--- config.mk ---
export PLATFORM = sky130hd
export DESIGN_NAME = i2c_slave_core
export DESIGN_NICKNAME = d
export VERILOG_FILES = /design/src/rtl/i2c_pkg.sv /design/src/rtl/i2c_bus_sync.sv /design/src/rtl/i2c_slave_core.sv
export SDC_FILE = /design/constraint.sdc
export NUM_CORES = 1
export LEC_CHECK = 0
export CORE_MARGIN = 2
export CORE_UTILIZATION = 50
export DETAILED_ROUTE_END_ITERATION = 6
export GPL_ROUTABILITY_DRIVEN = 0
export PLACE_DENSITY = 0.79
export SLEW_MARGIN = 25
export SYNTH_ARGS = -nofsm -noshare
export SYNTH_HDL_FRONTEND = slang
export SYNTH_SLANG_ARGS = --single-unit
--- constraint.sdc ---
create_clock -name i2c_core_clock_i -period 2.87 [get_ports i2c_core_clock_i]
set_input_delay 0.861 -clock i2c_core_clock_i [delete_from_list [all_inputs] [get_ports i2c_core_clock_i]]
set_output_delay 0.861 -clock i2c_core_clock_i [all_outputs]
set_load 0.02 [all_outputs]
--- src/rtl/i2c_pkg.sv ---
// Shared types and constants for the I2C target core: FSM states, ACK/NACK
// bus levels and the per-byte bit counter.
package i2c_pkg;

  typedef enum logic [3:0] {
    IDLE,
    ADDR,
    ADDR_ACK,
    PTR,
    PTR_ACK,
    WRITE,
    WRITE_ACK,
    READ,
    READ_ACK,
    WAIT
  } state_t;

  localparam logic ACK  = 1'b0;
  localparam logic NACK = 1'b1;

  localparam int BIT_CNT_W = 4;
  localparam logic [BIT_CNT_W-1:0] BYTE_LAST = 4'd7;
  localparam logic [BIT_CNT_W-1:0] BYTE_BITS = 4'd8;

endpackage

--- src/rtl/i2c_bus_sync.sv ---
// SCL/SDA synchronisers with edge, START and STOP event decode.
// Events are SYNC_STAGES+1 cycles behind the pins; no flow control.
module i2c_bus_sync #(
  parameter int SYNC_STAGES = 2
) (
  input  logic clk_i,
  input  logic rst_i,
  input  logic scl_i,
  input  logic sda_i,
  output logic sda_o,
  output logic scl_rise_o,
  output logic scl_fall_o,
  output logic start_det_o,
  output logic stop_det_o
);

  logic [SYNC_STAGES-1:0] scl_sync_q;
  logic [SYNC_STAGES-1:0] sda_sync_q;
  logic                   scl_prev_q;
  logic                   sda_prev_q;
  logic                   s_scl;

  // Preset to the idle bus level so reset release never looks like an edge.
  always_ff @(posedge clk_i) begin
    if (rst_i) begin
      scl_sync_q <= '1;
      sda_sync_q <= '1;
      scl_prev_q <= 1'b1;
      sda_prev_q <= 1'b1;
    end else begin
      scl_sync_q <= {scl_sync_q[SYNC_STAGES-2:0], scl_i};
      sda_sync_q <= {sda_sync_q[SYNC_STAGES-2:0], sda_i};
      scl_prev_q <= s_scl;
      sda_prev_q <= sda_o;
    end
  end

  assign s_scl       = scl_sync_q[SYNC_STAGES-1];
  assign sda_o       = sda_sync_q[SYNC_STAGES-1];
  assign scl_rise_o  = s_scl & ~scl_prev_q;
  assign scl_fall_o  = ~s_scl & scl_prev_q;
  assign start_det_o = s_scl & sda_prev_q & ~sda_o;
  assign stop_det_o  = s_scl & ~sda_prev_q & sda_o;

endmodule

--- src/rtl/i2c_slave_core.sv ---
// I2C target serving a MEM_DEPTH-byte register file with auto-increment pointer.
// Host read port has 1-cycle latency; the bus master paces all I2C traffic.
module i2c_slave_core
  import i2c_pkg::*;
#(
  parameter logic [6:0] SLAVE_ADDR  = 7'h55,
  parameter int         MEM_DEPTH   = 16,
  parameter int         PTR_W       = $clog2(MEM_DEPTH),
  parameter int         SYNC_STAGES = 2
) (
  input  logic             i2c_core_clock_i,
  input  logic             i2c_core_reset_i,
  input  logic             scl_i,
  input  logic             sda_i,
  output logic             sda_oe_o,
  output logic             busy_o,
  output logic             wr_strobe_o,
  output logic [PTR_W-1:0] wr_addr_o,
  output logic [7:0]       wr_data_o,
  input  logic [PTR_W-1:0] host_addr_i,
  output logic [7:0]       host_rdata_o
);

  logic s_sda, scl_rise, scl_fall, start_det, stop_det;

  i2c_bus_sync #(.SYNC_STAGES(SYNC_STAGES)) u_sync (
    .clk_i      (i2c_core_clock_i),
    .rst_i      (i2c_core_reset_i),
    .scl_i      (scl_i),
    .sda_i      (sda_i),
    .sda_o      (s_sda),
    .scl_rise_o (scl_rise),
    .scl_fall_o (scl_fall),
    .start_det_o(start_det),
    .stop_det_o (stop_det)
  );

  state_t               state_q;
  logic [BIT_CNT_W-1:0] bitcnt_q;
  logic [7:0]           shift_q, rx_byte;
  logic                 rw_q, ptr_rcvd_q, sda_oe_q, busy_q, wr_strobe_q;
  logic [PTR_W-1:0]     ptr_q, ptr_inc, wr_addr_q;
  logic [7:0]           wr_data_q, host_rdata_q;
  logic [7:0]           mem_q [MEM_DEPTH];

  assign rx_byte = {shift_q[6:0], s_sda};
  assign ptr_inc = ptr_q + PTR_W'(1);

  always_ff @(posedge i2c_core_clock_i) begin
    if (i2c_core_reset_i) begin
      state_q      <= IDLE;
      bitcnt_q     <= '0;
      shift_q      <= '0;
      rw_q         <= 1'b0;
      ptr_q        <= '0;
      ptr_rcvd_q   <= 1'b0;
      sda_oe_q     <= 1'b0;
      busy_q       <= 1'b0;
      wr_strobe_q  <= 1'b0;
      wr_addr_q    <= '0;
      wr_data_q    <= '0;
      host_rdata_q <= '0;
      for (int i = 0; i < MEM_DEPTH; i++) mem_q[i] <= '0;
    end else begin
      wr_strobe_q  <= 1'b0;
      host_rdata_q <= mem_q[host_addr_i];
      if (stop_det) begin
        state_q    <= IDLE;
        sda_oe_q   <= 1'b0;
        busy_q     <= 1'b0;
        ptr_rcvd_q <= 1'b0;
      end else if (start_det) begin
        state_q  <= ADDR;
        bitcnt_q <= '0;
        sda_oe_q <= 1'b0;
      end else begin
        unique case (state_q)
          ADDR: if (scl_rise) begin
            shift_q  <= rx_byte;
            bitcnt_q <= bitcnt_q + 1'b1;
            if (bitcnt_q == BYTE_LAST) begin
              if (rx_byte[7:1] == SLAVE_ADDR) begin
                state_q <= ADDR_ACK;
                rw_q    <= rx_byte[0];
                busy_q  <= 1'b1;
              end else begin
                state_q <= IDLE;
                busy_q  <= 1'b0;
              end
            end
          end
          // First SCL fall pulls SDA for the ACK, the second one ends the ACK slot.
          ADDR_ACK, PTR_ACK, WRITE_ACK: if (scl_fall) begin
            if (!sda_oe_q) begin
              sda_oe_q <= 1'b1;
            end else begin
              sda_oe_q <= 1'b0;
              bitcnt_q <= '0;
              if (state_q == ADDR_ACK && rw_q) begin
                sda_oe_q <= ~mem_q[ptr_q][7];
                shift_q  <= {mem_q[ptr_q][6:0], 1'b0};
                bitcnt_q <= BIT_CNT_W'(1);
                state_q  <= READ;
              end else if (state_q == ADDR_ACK && !ptr_rcvd_q) begin
                state_q <= PTR;
              end else begin
                state_q <= WRITE;
              end
            end
          end
          PTR, WRITE: if (scl_rise) begin
            shift_q  <= rx_byte;
            bitcnt_q <= bitcnt_q + 1'b1;
            if (bitcnt_q == BYTE_LAST) begin
              if (state_q == PTR) begin
                ptr_q      <= rx_byte[PTR_W-1:0];
                ptr_rcvd_q <= 1'b1;
                state_q    <= PTR_ACK;
              end else begin
                mem_q[ptr_q] <= rx_byte;
                wr_strobe_q  <= 1'b1;
                wr_addr_q    <= ptr_q;
                wr_data_q    <= rx_byte;
                ptr_q        <= ptr_inc;
                state_q      <= WRITE_ACK;
              end
            end
          end
          READ: if (scl_fall) begin
            if (bitcnt_q == BYTE_BITS) begin
              sda_oe_q <= 1'b0;
              state_q  <= READ_ACK;
            end else begin
              sda_oe_q <= ~shift_q[7];
              shift_q  <= {shift_q[6:0], 1'b0};
              bitcnt_q <= bitcnt_q + 1'b1;
            end
          end
          READ_ACK: if (scl_rise) begin
            ptr_q <= ptr_inc;
            unique case (s_sda)
              ACK: begin
                shift_q  <= mem_q[ptr_inc];
                bitcnt_q <= '0;
                state_q  <= READ;
              end
              NACK: state_q <= WAIT;
              default: state_q <= WAIT;
            endcase
          end
          default: ;
        endcase
      end
    end
  end

  assign sda_oe_o     = sda_oe_q;
  assign busy_o       = busy_q;
  assign wr_strobe_o  = wr_strobe_q;
  assign wr_addr_o    = wr_addr_q;
  assign wr_data_o    = wr_data_q;
  assign host_rdata_o = host_rdata_q;

endmodule

======== Yosys cells after proc, flatten, opt, wreduce, memory -nomap -nowiden ========
Memory sizes are Yosys's and may differ from the RTL's. A register that Yosys moved wholly into a read port is not among the register bits.
Cells that the tools add are included.
cells by class
  add/subtract/negate cells ............... 2
  equal/unequal tests ..................... 36
  muxes and demuxes ....................... 62
  bitwise logic cells ..................... 15
  reductions and logical operators ........ 25
operators with widths
  kind                 count
  $mux 4               24
  $mux 8               9
  $ne 3x3->1 const B   11
  $pmux 8 s4           1
  $ne 2x2->1 const B   12
  $eq 4x3->1 const B   5
  $pmux 4 s5           1
  $reduce_and 10->1    2
  $mux 1               19
  $reduce_and 6->1     3
  $pmux 4 s2           2
  $pmux 4 s4           1
  $reduce_and 11->1    1
  $reduce_bool 5->1    2
  $not 1->1            9
  $reduce_and 9->1     1
  $reduce_or 3->1      3
  $add 4x1->4 const B  2
  $eq 4x2->1 const B   2
  $eq 4x4->1 const B   2
  $reduce_or 8->1      1
  $eq 7x7->1 const B   1
  $and 1x1->1          6
  $mux 3               2
  14 further kinds     18
storage, ports and cells
  bits in registers ....................... 43
  memory bits (writable) .................. 128
  input bits .............................. 8
  output and inout bits ................... 23
  word-level logic and storage cells ...... 157
  memories ................................ 1
memory list
  memory  depth  width  read ports  clocked after memory_dff  wr ports  line                  source
  mem_q   16     8      3           2                         16        i2c_slave_core.sv:44  logic [7:0] mem_q [MEM_DEPTH];

======== Longest topological paths before layout ========
Gate-level depths: netlist of run 1.
  depth after elaboration ................. 11
  gate-level depth with buffers ........... 15

======== By module ========
A second synthesis of run 1 with hierarchy kept.
unflattened totals
  cells, all modules ...................... 832
  area total of the unflattened synthesis .. 10,610.2 sq um
by module, submodules not included
  module          instances  cells an instance  area each (sq um)
  i2c_slave_core  1          816                10,422.5
  i2c_bus_sync    1          16                 187.7

======== Least setup slack after synthesis of run 1 ========
No wires, ideal clock.
  kind .................................... register to register
  start ................................... reg ptr_q[0]
  end ..................................... reg shift_q[1]
  library setup time ...................... 128 ps
  arrival ................................. 2,853 ps
  required time ........................... 2,742 ps
  slack ................................... -112 ps
  cell stages (with the launch flop) ...... 16
  path buffers ............................ 7
  period minus slack after synthesis ...... 2,982 ps
  cells stage by stage .................... dfxtp_1 > buf_6 > buf_6 > buf_4 > buf_4 > inv_1 > ha_1 > buf_6 > buf_6 > buf_4 > mux4_2 > mux2_2 > a32oi_1 > o21ai_0 > nor3_1 > nor3_1
between the ends
  word-level cells in the longest chain between the ends .. 5
RTL lines
  what                    line                   source
  start, declared         i2c_slave_core.sv:42   logic [PTR_W-1:0] ptr_q, ptr_inc, wr_addr_q;
  start signal, assigned  i2c_slave_core.sv:116  ptr_q <= rx_byte[PTR_W-1:0];
  start signal, assigned  i2c_slave_core.sv:124  ptr_q <= ptr_inc;
  start signal, assigned  i2c_slave_core.sv:140  ptr_q <= ptr_inc;
  $add 4x1->4             i2c_slave_core.sv:47   assign ptr_inc = ptr_q + PTR_W'(1);
  $mem_v2 16x8            --
  $mux 8                  i2c_slave_core.sv:141  unique case (s_sda)
  $mux 8                  i2c_slave_core.sv:139  READ_ACK: if (scl_rise) begin
  $pmux 8 s4              i2c_slave_core.sv:77   unique case (state_q)
  end signal, assigned    i2c_slave_core.sv:79   shift_q <= rx_byte;
  end signal, assigned    i2c_slave_core.sv:135  shift_q <= {shift_q[6:0], 1'b0};
  end signal, assigned    i2c_slave_core.sv:143  shift_q <= mem_q[ptr_inc];
  end, declared           i2c_slave_core.sv:40   logic [7:0] shift_q, rx_byte;
Every way passes these cells. The select of a mux whose other input is x is not followed.
A chain may end at the register's enable or synchronous reset.

======== Worst setup path after layout of run 1 ========
  start ................................... reg ptr_q[0]
  end ..................................... reg shift_q[6]
The elaborated chain is that of the path after synthesis.

==> results of run 1 <==
## per-layer routing
| layer | up-vias | wire length [um] | GRT usage [%] |
|---|---|---|---|
| li1 | 3192 | - | - |
| met1 | 3729 | 10600 | 36.9 |
| met2 | 691 | 13700 | 43.3 |
| met3 | 152 | 4640 | 10.6 |
| met4 | 0 | 1650 | 15.1 |
| met5 | - | 0 | 0 |
## cell usage in the layout (no fill, tap or decap), types with 3 or more instances in the layout
cell	synthesis	layout
a211oi_1	7	7
a21oi_1	22	22
a22oi_1	16	16
a32oi_1	7	7
and2_1	124	124
and3_1	3	3
and3b_1	3	3
buf_12	0	5
buf_4	7	61
clkbuf_16	0	17
clkdlybuf4s50_1	0	28
dfxtp_1	55	54
edfxtp_1	128	128
ha_1	6	6
inv_1	8	8
inv_6	0	3
inv_8	0	4
mux2_2	10	10
mux2i_1	16	16
mux4_2	104	104
nand2_1	51	51
nand2b_1	6	6
nand3_1	5	5
nand3b_1	3	3
nor2_1	45	45
nor2_2	6	6
nor3_1	36	36
nor3_2	3	3
o21ai_0	32	32
or2_2	7	7
or3_1	3	3
## layout make-up
| type | count | area, um2 | area share (%) |
|---|---|---|---|
| multi-input cells | 551 | 5110 | 43.2 |
| flip-flops and latches | 183 | 4950 | 41.8 |
| repair buffers | 96 | 848 | 7.16 |
| clock buffers | 17 | 425 | 3.59 |
| well taps | 270 | 338 | 2.85 |
| clock inverters | 15 | 139 | 1.17 |
| inverters | 8 | 30.0 | 0.254 |
## where the power goes
group / switching, mW / internal [mW]
combinational: 0.944 / 0.618
sequential: 0.207 / 2.97
clock: 1.10 / 1.15
## worst paths after layout
| check | slack (ps) | endpoint | start | depth (start not counted) |
|---|---|---|---|---|
| worst max-delay path | 170 | shift_q[6]$_SDFFE_PP0P_ | ptr_q[0]$_SDFFE_PP0P_ | 9 |
| worst min-delay path | 430 | u_sync.scl_sync_q[1]$_SDFF_PP1_ | u_sync.scl_sync_q[0]$_SDFF_PP1_ | 1 |
| worst max register to register | 170 | shift_q[6]$_SDFFE_PP0P_ | ptr_q[0]$_SDFFE_PP0P_ | 9 |
| worst min register to register | 430 | u_sync.scl_sync_q[1]$_SDFF_PP1_ | u_sync.scl_sync_q[0]$_SDFF_PP1_ | 1 |
## stage by stage
step	util (%)	setup WS [ps]
floorplan	-	2.18
global placement	55.4	163
detailed placement	55.4	105
CTS	58.1	272
global route	58.1	33.7
finish	58.1	170
## cells by family (layout without fill, tap and decap cells)
family | Yosys count | after routing
DFF | 183 | 183
xor gates and xnor gates | 3 | 3
and+or+nand+nor | 311 | 311
muxes | 130 | 130
AOI/OAI and AO/OA | 100 | 100
adders and majority gates | 7 | 7
buffers and inverters | 80 | 136
## registers in the layout, summed over array words and instances (netlist names), named ones only
signal and flops:
sda_oe_o 1, shift_q 8, busy_o 1, u_sync.scl_prev_q 1, wr_strobe_o 1, u_sync.sda_prev_q 1
ptr_rcvd_q 1, wr_data_o 8, wr_addr_o 4, host_rdata_o 8, ptr_q 4, rw_q 1
state_q 4, bitcnt_q 4, u_sync.scl_sync_q 2, mem_q 128, u_sync.sda_sync_q 2
## worst register-to-register path, stage by stage, from the launching register on
cell     delay (ps)
dfxtp_2         360
inv_1            70
ha_1            320
buf_12          200
mux4_2          540
mux2_2          280
a32oi_1         410
o21ai_0         160
nor3_1          180
nor3_1           70
==> qor.yml, run 1 <==
yosys:
  synth-edff-count: 128
  syn-num-nets: 828
  ys_ff_latch: 183
  synth_area_leaders: "edfxtp_1 (37%), mux4_2 (22%), dfxtp_1 (11%)"
  synth-simple-area-share_pct: 16.6
  async_flop_share_pct: 0
  synth_most_common_cell: "edfxtp_1"
  synth_top_family_by_area: "multiplexers"
  synth_top_cell_by_area: "edfxtp_1"
  muxShareOfSynthArea_pct: 25.0
  syn_area_per_cell_um2: 12.8
  netlist_area_um2: 10400
  syn_inst: 814
  synth_compound_area_share_pct: 6.17
  synth_commonest_cells: "edfxtp_1 (128), and2_1 (124), mux4_2 (104), dfxtp_1 (55), nand2_1 (51)"
  yosys_most_used_dff: "edfxtp_1"
  synth_xor_area_share_pct: 0.323
  yosysWarnings: 0
  synth_top_area_share_pct: 36.8
  ys_seq_area_share_pct: 47.3
  synthAdderAreaFrac_pct: 0.814
  synth.distinct_cells: 57
cts:
  cts_resized: 0
  clk_latency_ps: 440
  clkTransAtPathRegs_ps: 70
  cts_tree: "yes"
  ctsHoldBuffers: 0
  cts-root-buf: "clkbuf_16"
  cts_sinks: 183
  postCtsSetupRepairBufs: 0
  cts_max_path_buffers: 2
  htree_levels: 4
  cts_buffers: 17
finish:
  fillers: 1546
  nets: 871
  diodes: 0
  area_growth_pct: 13.3
  design_area_um2: 11800
  drive_gt1_share_pct: 27.5
  final_cells: 1140
sta:
  whs_ps: 426
  layout_worst_path_cycle_share_pct: 94.1
  clock.fmax_mhz: 370
  setup_tns_ps: 0
  min_period_ps: 2700
  worst_pin_slew_ps: 799
  rsz0062_at_grt: "no"
  finalSetupViolCount: 0
  hold_viol: 0
  clock_skew_ps: 11.2
  slew_headroom_pct: 46.3
  slew_violations: 0
critical_path:
  critPathBufInv: 2
  start_kind: "flop"
  crit_fanout: 20
  required_ps: 3190
  end_kind: "flop"
  cp_top_family: "multiplexers"
  crit_slowest_cell: "mux4_2"
  critical_path_class: "flop to flop"
  cpPeakStageDelay_ps: 520
  crit_chain: "inv_1 > ha_1 > buf_12 > mux4_2 > mux2_2 > a32oi_1 > o21ai_0 > nor3_1 > nor3_1"
  cp_data_arrival_time_ps: 3020
  cp_common_cell: "nor3_1"
outcome:
  status: "completed"
route:
  drc: 0
  drtPass1Iterations: 5
  wire_per_inst_um: 26.9
  wl_um: 30600
  drt-initial-drc-count: 1340
  routed-via-count: 7764
  drt.antenna.violating_nets: 0
  via_per_inst: 6.81
placed_design:
  io_buffers: 30
  dp_cells: 1108
  place_area_um2: 11300
  dpl.hpwl_um: 21600
grt:
  antenna_found_initial: 0
  track_usage_pct: 28.9
  grt_pass1_vias: 7661
  grt_max_degree: 33
  grt_pass1_wl_um: 46500
  gr-total-overflow: 0
floorplan:
  start_util_pct: 51.3
  dieArea_um2: 22100
  fp-row-count: 52
  io_pins: 31
  core_um2: 20400
  die_h_um: 149
  die_w_um: 149
power_and_ir_drop:
  totalPowerFinal_mw: 6.99
  power_leakage_nw: 3.93
  peakVddDrop_uv: 414
  powerDensity_nw_per_um2: 590
flow_run:
  drv_cap: 0
worst_hold_path:
  min-delay-path-class: "flop to flop"
Note: power is estimated with default switching activity, not from simulation.
==> inputs of run 2 (changes only) <==
CAP_MARGIN = 0   (was unset)
CTS_CLUSTER_DIAMETER = 100   (was unset)
PLACE_DENSITY = 0.77   (was 0.79)
clock period = 3 ns   (was 2.87 ns; I/O delays follow)
==> qor.yml, run 2 (synthesis gave the netlist of run 1 again) <==
power_and_ir_drop:
  p_clk_share_pct: 35.4  # +3.2 points
  powerDensity_nw_per_um2: 590  # about the same
  p_switching_mw: 2.14  # -5.1%
  power_leakage_nw: 3.97  # +0.96%
  p_int_mw: 4.90  # +3.5%
  peakVddDrop_uv: 448  # +8.0%
  swShare_pct: 30.4  # -1.9 points
  p_comb_share_pct: 20.9  # -1.4 points
  seq_power_share_pct: 43.6  # -1.9 points
finish:
  layout_commonest_cell: "edfxtp_1"
  multi_input_area_um2: 5120  # about the same
  layout_common_cells: "edfxtp_1 (128), and2_1 (124), mux4_2 (104)"
  fillers: 1596  # +3.2%
  drive_gt1_share_pct: 27.8  # +0.31 points
  area_growth_pct: 14.2
  register_area_um2: 4950  # unchanged
  diodes: 0  # unchanged
  regMostFlops: "mem_q"
  nets: 872  # +0.11%
  largest_reg_flops: 128  # unchanged
  fin_util_pct: 58.6  # +0.44 points
grt:
  antenna_found_initial: 0  # unchanged
  grt_pass1_wl_um: 47600  # +2.4%
  grt_pass1_vias: 7749  # +1.1%
  gr-total-overflow: 0  # unchanged
  track_usage_pct: 29.4  # +0.58 points
  grt_max_degree: 33  # unchanged
placed_design:
  dpl.hpwl_um: 21800  # +1.1%
  pre_cts_ws_ps: 93.2  # -11.7 ps
  io_buffers: 30  # unchanged
cts:
  clk_latency_ps: 450  # about the same
  cts_max_path_buffers: 2  # unchanged
  cts_sinks: 183  # unchanged
  cts_tree: "yes"
  cts-root-buf: "clkbuf_16"
  clkTransAtPathRegs_ps: 70  # about the same
  htree_levels: 4  # unchanged
  cts_resized: 0  # unchanged
  cts_buffers: 17  # unchanged
  postCtsSetupRepairBufs: 0  # unchanged
  ctsHoldBuffers: 0  # unchanged
critical_path:
  end_kind: "flop"
  critPathBufInv: 1  # -1
  cp_data_arrival_time_ps: 3010  # about the same
  required_ps: 3150  # -40 ps
  start_kind: "flop"
  cpPeakStageDelay_ps: 600  # +80 ps
  critical_path_class: "flop to flop"
  crit_fanout: 7  # -65%
  cp_top_family: "simple AND/OR/NAND/NOR gates"
  crit_chain: "ha_1 > and3b_1 > and2_1 > and4_1 > nand3b_1 > o21ai_0 > buf_4"
  crit_slowest_cell: "o21ai_0"
floorplan:
  fp-row-count: 52  # unchanged
  start_util_pct: 51.3  # unchanged
  io_pins: 31  # unchanged
  die_h_um: 149  # unchanged
  core_um2: 20400  # unchanged
  dieArea_um2: 22100  # unchanged
  die_w_um: 149  # unchanged
flow_run:
  drv_cap: 0  # unchanged
outcome:
  status: "completed"
route:
  wl_um: 31200  # +1.9%
  drt-initial-drc-count: 1324  # -1.2%
  drtPass1Iterations: 5  # unchanged
  drt.antenna.violating_nets: 0  # unchanged
  routed-via-count: 7940  # +2.3%
  via_per_inst: 6.96  # +2.2%
  wire_per_inst_um: 27.3  # +1.8%
  drc: 0  # unchanged
sta:
  whs_ps: 412  # -14.1 ps
  fin_ws_ps: 144  # -25.8 ps
  slew_violations: 0  # unchanged
  finalSetupViolCount: 0  # unchanged
  layout_worst_path_cycle_share_pct: 95.2  # +1.1 points
  worst_pin_slew_ps: 847  # +48.1 ps
  clock_skew_ps: 10.3  # -0.936 ps
  setup_tns_ps: 0  # unchanged
  slew_headroom_pct: 43.5  # -2.8 points
  clock.fmax_mhz: 350  # -5.5%
  hold_viol: 0  # unchanged
  rsz0062_at_grt: "no"
  min_period_ps: 2860  # +156 ps
worst_hold_path:
  min-delay-path-class: "flop to flop"
run 2: cell count changes in the layout (fill, tap and decap cells not counted), sizes merged:
cell      change
clkbuf        +3
buf           +1
clkinvlp      -1
clkinv        -2
bufinv        +4
inv           -4
run 2: routing by layer:
metal	share of wire [%]	track usage, %
met2	44	43.5
met4	6.5	16.4
met5	0	0
met1	34	37.2
met3	15	11.6
run 2: final timing paths:
path                                    from                         endpoint  slack, ps  depth (start not counted)
min reg2reg  u_sync.sda_sync_q[0]$_SDFF_PP1_  u_sync.sda_sync_q[1]$_SDFF_PP1_        410                          1
max reg2reg         bitcnt_q[0]$_SDFFE_PP0P_        mem_q[4][7]$_SDFFCE_PN0P_        140                          7
min          u_sync.sda_sync_q[0]$_SDFF_PP1_  u_sync.sda_sync_q[1]$_SDFF_PP1_        410                          1
max                 bitcnt_q[0]$_SDFFE_PP0P_        mem_q[4][7]$_SDFFCE_PN0P_        140                          7
run 2: layout make-up:
| type | instances | area share, % |
|---|---|---|
| clock buffer | 20 | 3.91 |
| clock inverter | 12 | 1.58 |
| inverter | 8 | 0.252 |
| multi-input combinational | 551 | 42.9 |
| sequential | 183 | 41.5 |
| tap | 270 | 2.83 |
| timing repair buffer | 97 | 7.07 |
run 2: through the flow:
stage | area, um2 | power (mW) | instances
6_report | 11900 | 7.04 | 1141
5_1_grt | 11900 | 7.22 | 1141
4_1_cts | 11900 | 6.98 | 1141
3_5_place_dp | 11300 | 4.51 | 1109
3_3_place_gp | 11300 | 4.50 | 1109
2_1_floorplan | 10400 | 4.02 | 814
run 2: power groups by stage:
| stage | registers (mW) | logic, mW | clock network [mW] |
|---|---|---|---|
| after global routing | 3.08 | 1.55 | 2.59 |
| after CTS | 3.05 | 1.42 | 2.50 |
| after detailed placement | 3.11 | 1.41 | 0 |
| after floorplan | 2.99 | 1.03 | 0 |
| final | 3.07 | 1.47 | 2.49 |
| after global placement | 3.10 | 1.40 | 0 |
==> RTL edit 1, RTL diff (flow settings as in run 1) <==
The package constant `BIT_CNT_W` goes from 4 to 6.
--- a/src/rtl/i2c_pkg.sv
+++ b/src/rtl/i2c_pkg.sv
@@ -19,5 +19,5 @@
   localparam logic NACK = 1'b1;
 
-  localparam int BIT_CNT_W = 4;
+  localparam int BIT_CNT_W = 6;
   localparam logic [BIT_CNT_W-1:0] BYTE_LAST = 4'd7;
   localparam logic [BIT_CNT_W-1:0] BYTE_BITS = 4'd8;
Function: no difference found for any inputs over 4 cycles, from zero or initial values and one cycle with i2c_core_reset_i high; that may be too few to reach the edited logic, so the function may still have changed.
==> RTL edit 1 against run 1 <==
  * Utilization down 0.62 points
  * Total power decreased by 1.7%
  * First-iteration DRC count fell by 15%
  * Routed wire length increased by 1.6%
  * Die area is 3.0% higher
  * Sequential cell count rose by 2
  * Critical path depth decreased by 2
  * Via count grew 2.0%
  * Setup slack worse by 0.0051 ns
  * Design area increased by 2.5%
  * Synthesized area up 3.1%
==> RTL edit 1: results (changes against run 1) <==
DRT iter0 DRCs - 1,136 (was 1,340)
drt wl/cell - 26.7 um (was 26.9 um)
Max FO, Critical Path - 23 (was 20)
largest net degree at the start of global routing - 39 (was 33)
Vias - 7,922 (was 7,764)
first-pass GRT wire length - 47.3 mm (was 46.5 mm)
Synth area leaders - edfxtp_1, mux4_2, dfxtp_1, and2_1, mux2_2 (was edfxtp_1, mux4_2, dfxtp_1, and2_1, nand2_1)
dpl cell area - 0.0116 sq mm (was 0.0113 sq mm)
worst slack, placed - 0.203 ns (was 0.105 ns)
Clk pwr share - 0.319 (was 0.322)
crit path to - shift_q[5] (was shift_q[6])
crit path DAT - 3.01 ns (was 3.02 ns)
Post-Route WL - 31.1 mm (was 30.6 mm)
part of the power in registers - 0.463 (was 0.455)
Yosys cell types - 65 (was 57)
Post-synth top cells - and2_1, edfxtp_1, mux4_2 (was edfxtp_1, and2_1, mux4_2)
status - completed (unchanged)
post-synthesis xor/xnor area fraction - 0.00314 (was 0.00323)
Synth Instances - 845 (was 814)
Placed Cells - 1,132 (was 1,108)
Min-Delay Endpoint - u_sync.sda_sync_q[1] (was u_sync.scl_sync_q[1])
Final Skew - 0.0111 ns (was 0.0112 ns)
Synth Area in Compound Gates - 0.0720 (was 0.0617)
Period minus WS final - 2.71 ns (was 2.70 ns)
share of layout cells above drive strength 1 - 0.274 (was 0.275)
hpwl dp - 22.0 mm (was 21.6 mm)
max_slew headroom - 0.449 (was 0.463)
# fillers - 1,624 (was 1,546)
Hold Slack - 0.411 ns (was 0.426 ns)
VDD IR max - 0.378 mV (was 0.414 mV)
fin nets - 890 (was 871)
mux share of post-synthesis cell area - 0.240 (was 0.250)
internal power - 4.72 mW (was 4.73 mW)
first-pass iteration count of the detailed router - 6 (was 5)
## RTL edit 1: changes by cell type after synthesis, moves of 12 or more
cell | run 1 | this run
clkbuf_1 | 31 | 45
nor3_1 | 36 | 4
nand3_1 | 5 | 19
inv_1 | 8 | 21
and2_1 | 124 | 139
mux2i_1 | 16 | 4
a22oi_1 | 16 | 0
nor2_1 | 45 | 18
## RTL edit 1: final cells by class
class                   instances  area [sq um]  share of cell area
clock buffers                  21           462              0.0381
inverters                      21          78.8             0.00650
well taps                     275           344              0.0284
multi-input cells             566          5410               0.446
flip-flops and latches        185          4990               0.411
repair buffers                 85           778              0.0642
clock inverters                11          72.6             0.00598
## RTL edit 1: metal layers
metal,share of wire,routed length (um),track usage
met5,0,0,0
met4,0.065,2020,0.167
met3,0.12,3660,0.0756
met2,0.45,14100,0.436
met1,0.36,11300,0.376
==> RTL edit 2, RTL diff (flow settings as in run 1) <==
Made on the original files. Encoding of `state_t`: now one-hot (10 bits for 10 states).
--- a/src/rtl/i2c_pkg.sv
+++ b/src/rtl/i2c_pkg.sv
@@ -3,15 +3,15 @@
 package i2c_pkg;
 
-  typedef enum logic [3:0] {
-    IDLE,
-    ADDR,
-    ADDR_ACK,
-    PTR,
-    PTR_ACK,
-    WRITE,
-    WRITE_ACK,
-    READ,
-    READ_ACK,
-    WAIT
+  typedef enum logic [9:0] {
+    IDLE      = 10'b0000000001,
+    ADDR      = 10'b0000000010,
+    ADDR_ACK  = 10'b0000000100,
+    PTR       = 10'b0000001000,
+    PTR_ACK   = 10'b0000010000,
+    WRITE     = 10'b0000100000,
+    WRITE_ACK = 10'b0001000000,
+    READ      = 10'b0010000000,
+    READ_ACK  = 10'b0100000000,
+    WAIT      = 10'b1000000000
   } state_t;
 
Formal check against the unedited RTL: same outputs for any inputs over 4 cycles, from zero or initial values and one cycle with i2c_core_reset_i high; so few cycles prove little.
==> RTL edit 2 against run 1 <==
  * Utilization grew 1.0 points
  * Critical path type unchanged
  * Design area increased by 5.7%
  * Critical path depth did not move
  * Clock skew increased by 0.0032 ns
  * Synthesized area grew 3.9%
  * Sequential share of layout area down 1.3 points
  * Synthesized cell count rose by 4.2%
  * First-iteration DRC count decreased by 17%
  * Routed wire length up 0.30%
  * Setup slack worse by 0.0075 ns
  * Sequential cell count grew 6
Power is not compared: it rests on default switching activity, and its combinational part moved more than twofold at a synthesized area within 25%.
==> RTL edit 2: results (changes against run 1) <==
H-tree depth - 4 (unchanged)
dpl cell area - 0.0119 sq mm (was 0.0113 sq mm)
Final Skew - 0.0144 ns (was 0.0112 ns)
max_slew headroom - 0.430 (was 0.463)
DR WL met3 - 3.58 mm (was 4.64 mm)
DRT iter0 DRCs - 1,114 (was 1,340)
PostCTS Resize Cnt - 0 (unchanged)
fin nets - 906 (was 871)
DR vias/cell - 7.00 (was 6.81)
Post-synth ARST share - 0 (unchanged)
first-pass GRT wire length - 46.9 mm (was 46.5 mm)
Synth Flop Type - edfxtp_1 (unchanged)
Post-synth top cells - and3_1, edfxtp_1, mux4_2 (was edfxtp_1, and2_1, mux4_2)
hpwl dp - 21.1 mm (was 21.6 mm)
Post-Route WL - 30.7 mm (was 30.6 mm)
root buf cell - clkbuf_16 (unchanged)
DRT antenna net count - 0 (unchanged)
number of synthesized flops with an enable pin - 128 (unchanged)
Yosys cell types - 65 (was 57)
largest net degree at the start of global routing - 45 (was 33)
share of layout cells above drive strength 1 - 0.283 (was 0.275)
met1 WL - 11.1 mm (was 10.6 mm)
# fillers - 1,589 (was 1,546)
initial antenna violation count - 0 (unchanged)
number of global-route vias before repair - 7,937 (was 7,661)
Synth area leaders - edfxtp_1, mux4_2, dfxtp_1, and3_1, mux2i_1 (was edfxtp_1, mux4_2, dfxtp_1, and2_1, nand2_1)
first-pass iteration count of the detailed router - 6 (was 5)
routed wire length on met2 - 14.8 mm (was 13.7 mm)
Mapped Nets - 862 (was 828)
GRT Util Overall - 0.280 (was 0.289)
Max FO, Critical Path - 9 (was 20)
status - completed (unchanged)
slowest CP cell - a221oi_1 (was mux4_2)
crit-path leading delay family - compound AO/OA/AOI/OAI gates (was multiplexers)
sequential share of the synthesized area - 0.467 (was 0.473)
part of the power in registers - 0.518
crit-path max cell delay - 0.45 ns (was 0.52 ns)
crit path DAT - 3.01 ns (was 3.02 ns)
sw frac - 0.235
==> RTL edit 2: cell types whose count changed after synthesis, moves of 9 or more <==
cell and delta:
nor2_1 -10, clkbuf_1 +22, and2_1 -115, nor3_1 -31, mux2_2 -9, o21ai_0 -21, and3_1 +127, mux2i_1 +14
==> RTL edit 2: cell families after synthesis <==
group / after synthesis / share of synthesized area
AO/OA/AOI/OAI: 107 / 0.0684
XOR/XNOR: 7 / 0.00634
adder cells (fa/ha/maj): 6 / 0.00692
buffers and inverters: 109 / 0.0432
flip-flops: 189 / 0.467
multiplexers: 136 / 0.247
AND/OR/NAND/NOR: 294 / 0.162
==> RTL edit 2: area by class of cell <==
type	instances	area share
Timing Repair Buffer	119	0.0915
Tap cell	275	0.0275
Inverter	15	0.00450
Sequential cell	189	0.405
Clock buffer	18	0.0343
Clock inverter	14	0.0125
Multi-Input combinational cell	550	0.425
==> RTL edit 2: worst paths after layout <==
| kind | to | slack, ns | cells past startpoint |
|---|---|---|---|
| max | shift_q[1] | 0.16 | 9 |
| min | u_sync.scl_sync_q[1] | 0.42 | 1 |
| max reg2reg | shift_q[1] | 0.16 | 9 |
| min reg2reg | u_sync.scl_sync_q[1] | 0.42 | 1 |
==> RTL edit 2: per-stage QoR <==
step	hold slack [ns]	setup WS, ns	std cells	util	power (mW)
after floorplan	0.389	0.00681	848	-	3.33
after global placement	0.392	-0.0404	1148	0.564	3.50
after detailed placement	0.406	-0.0616	1148	0.564	3.51
after CTS	0.423	0.164	1180	0.592	5.87
after global routing	0.430	0.0453	1180	0.592	6.00
final	0.419	0.162	1180	0.592	5.88
==> RTL edit 2: per-layer routing <==
layer / vias to the layer above / global-route usage
li1: 3430 / -
met1: 4062 / 0.377
met2: 656 / 0.455
met3: 117 / 0.0467
met4: 0 / 0.116
met5: - / 0
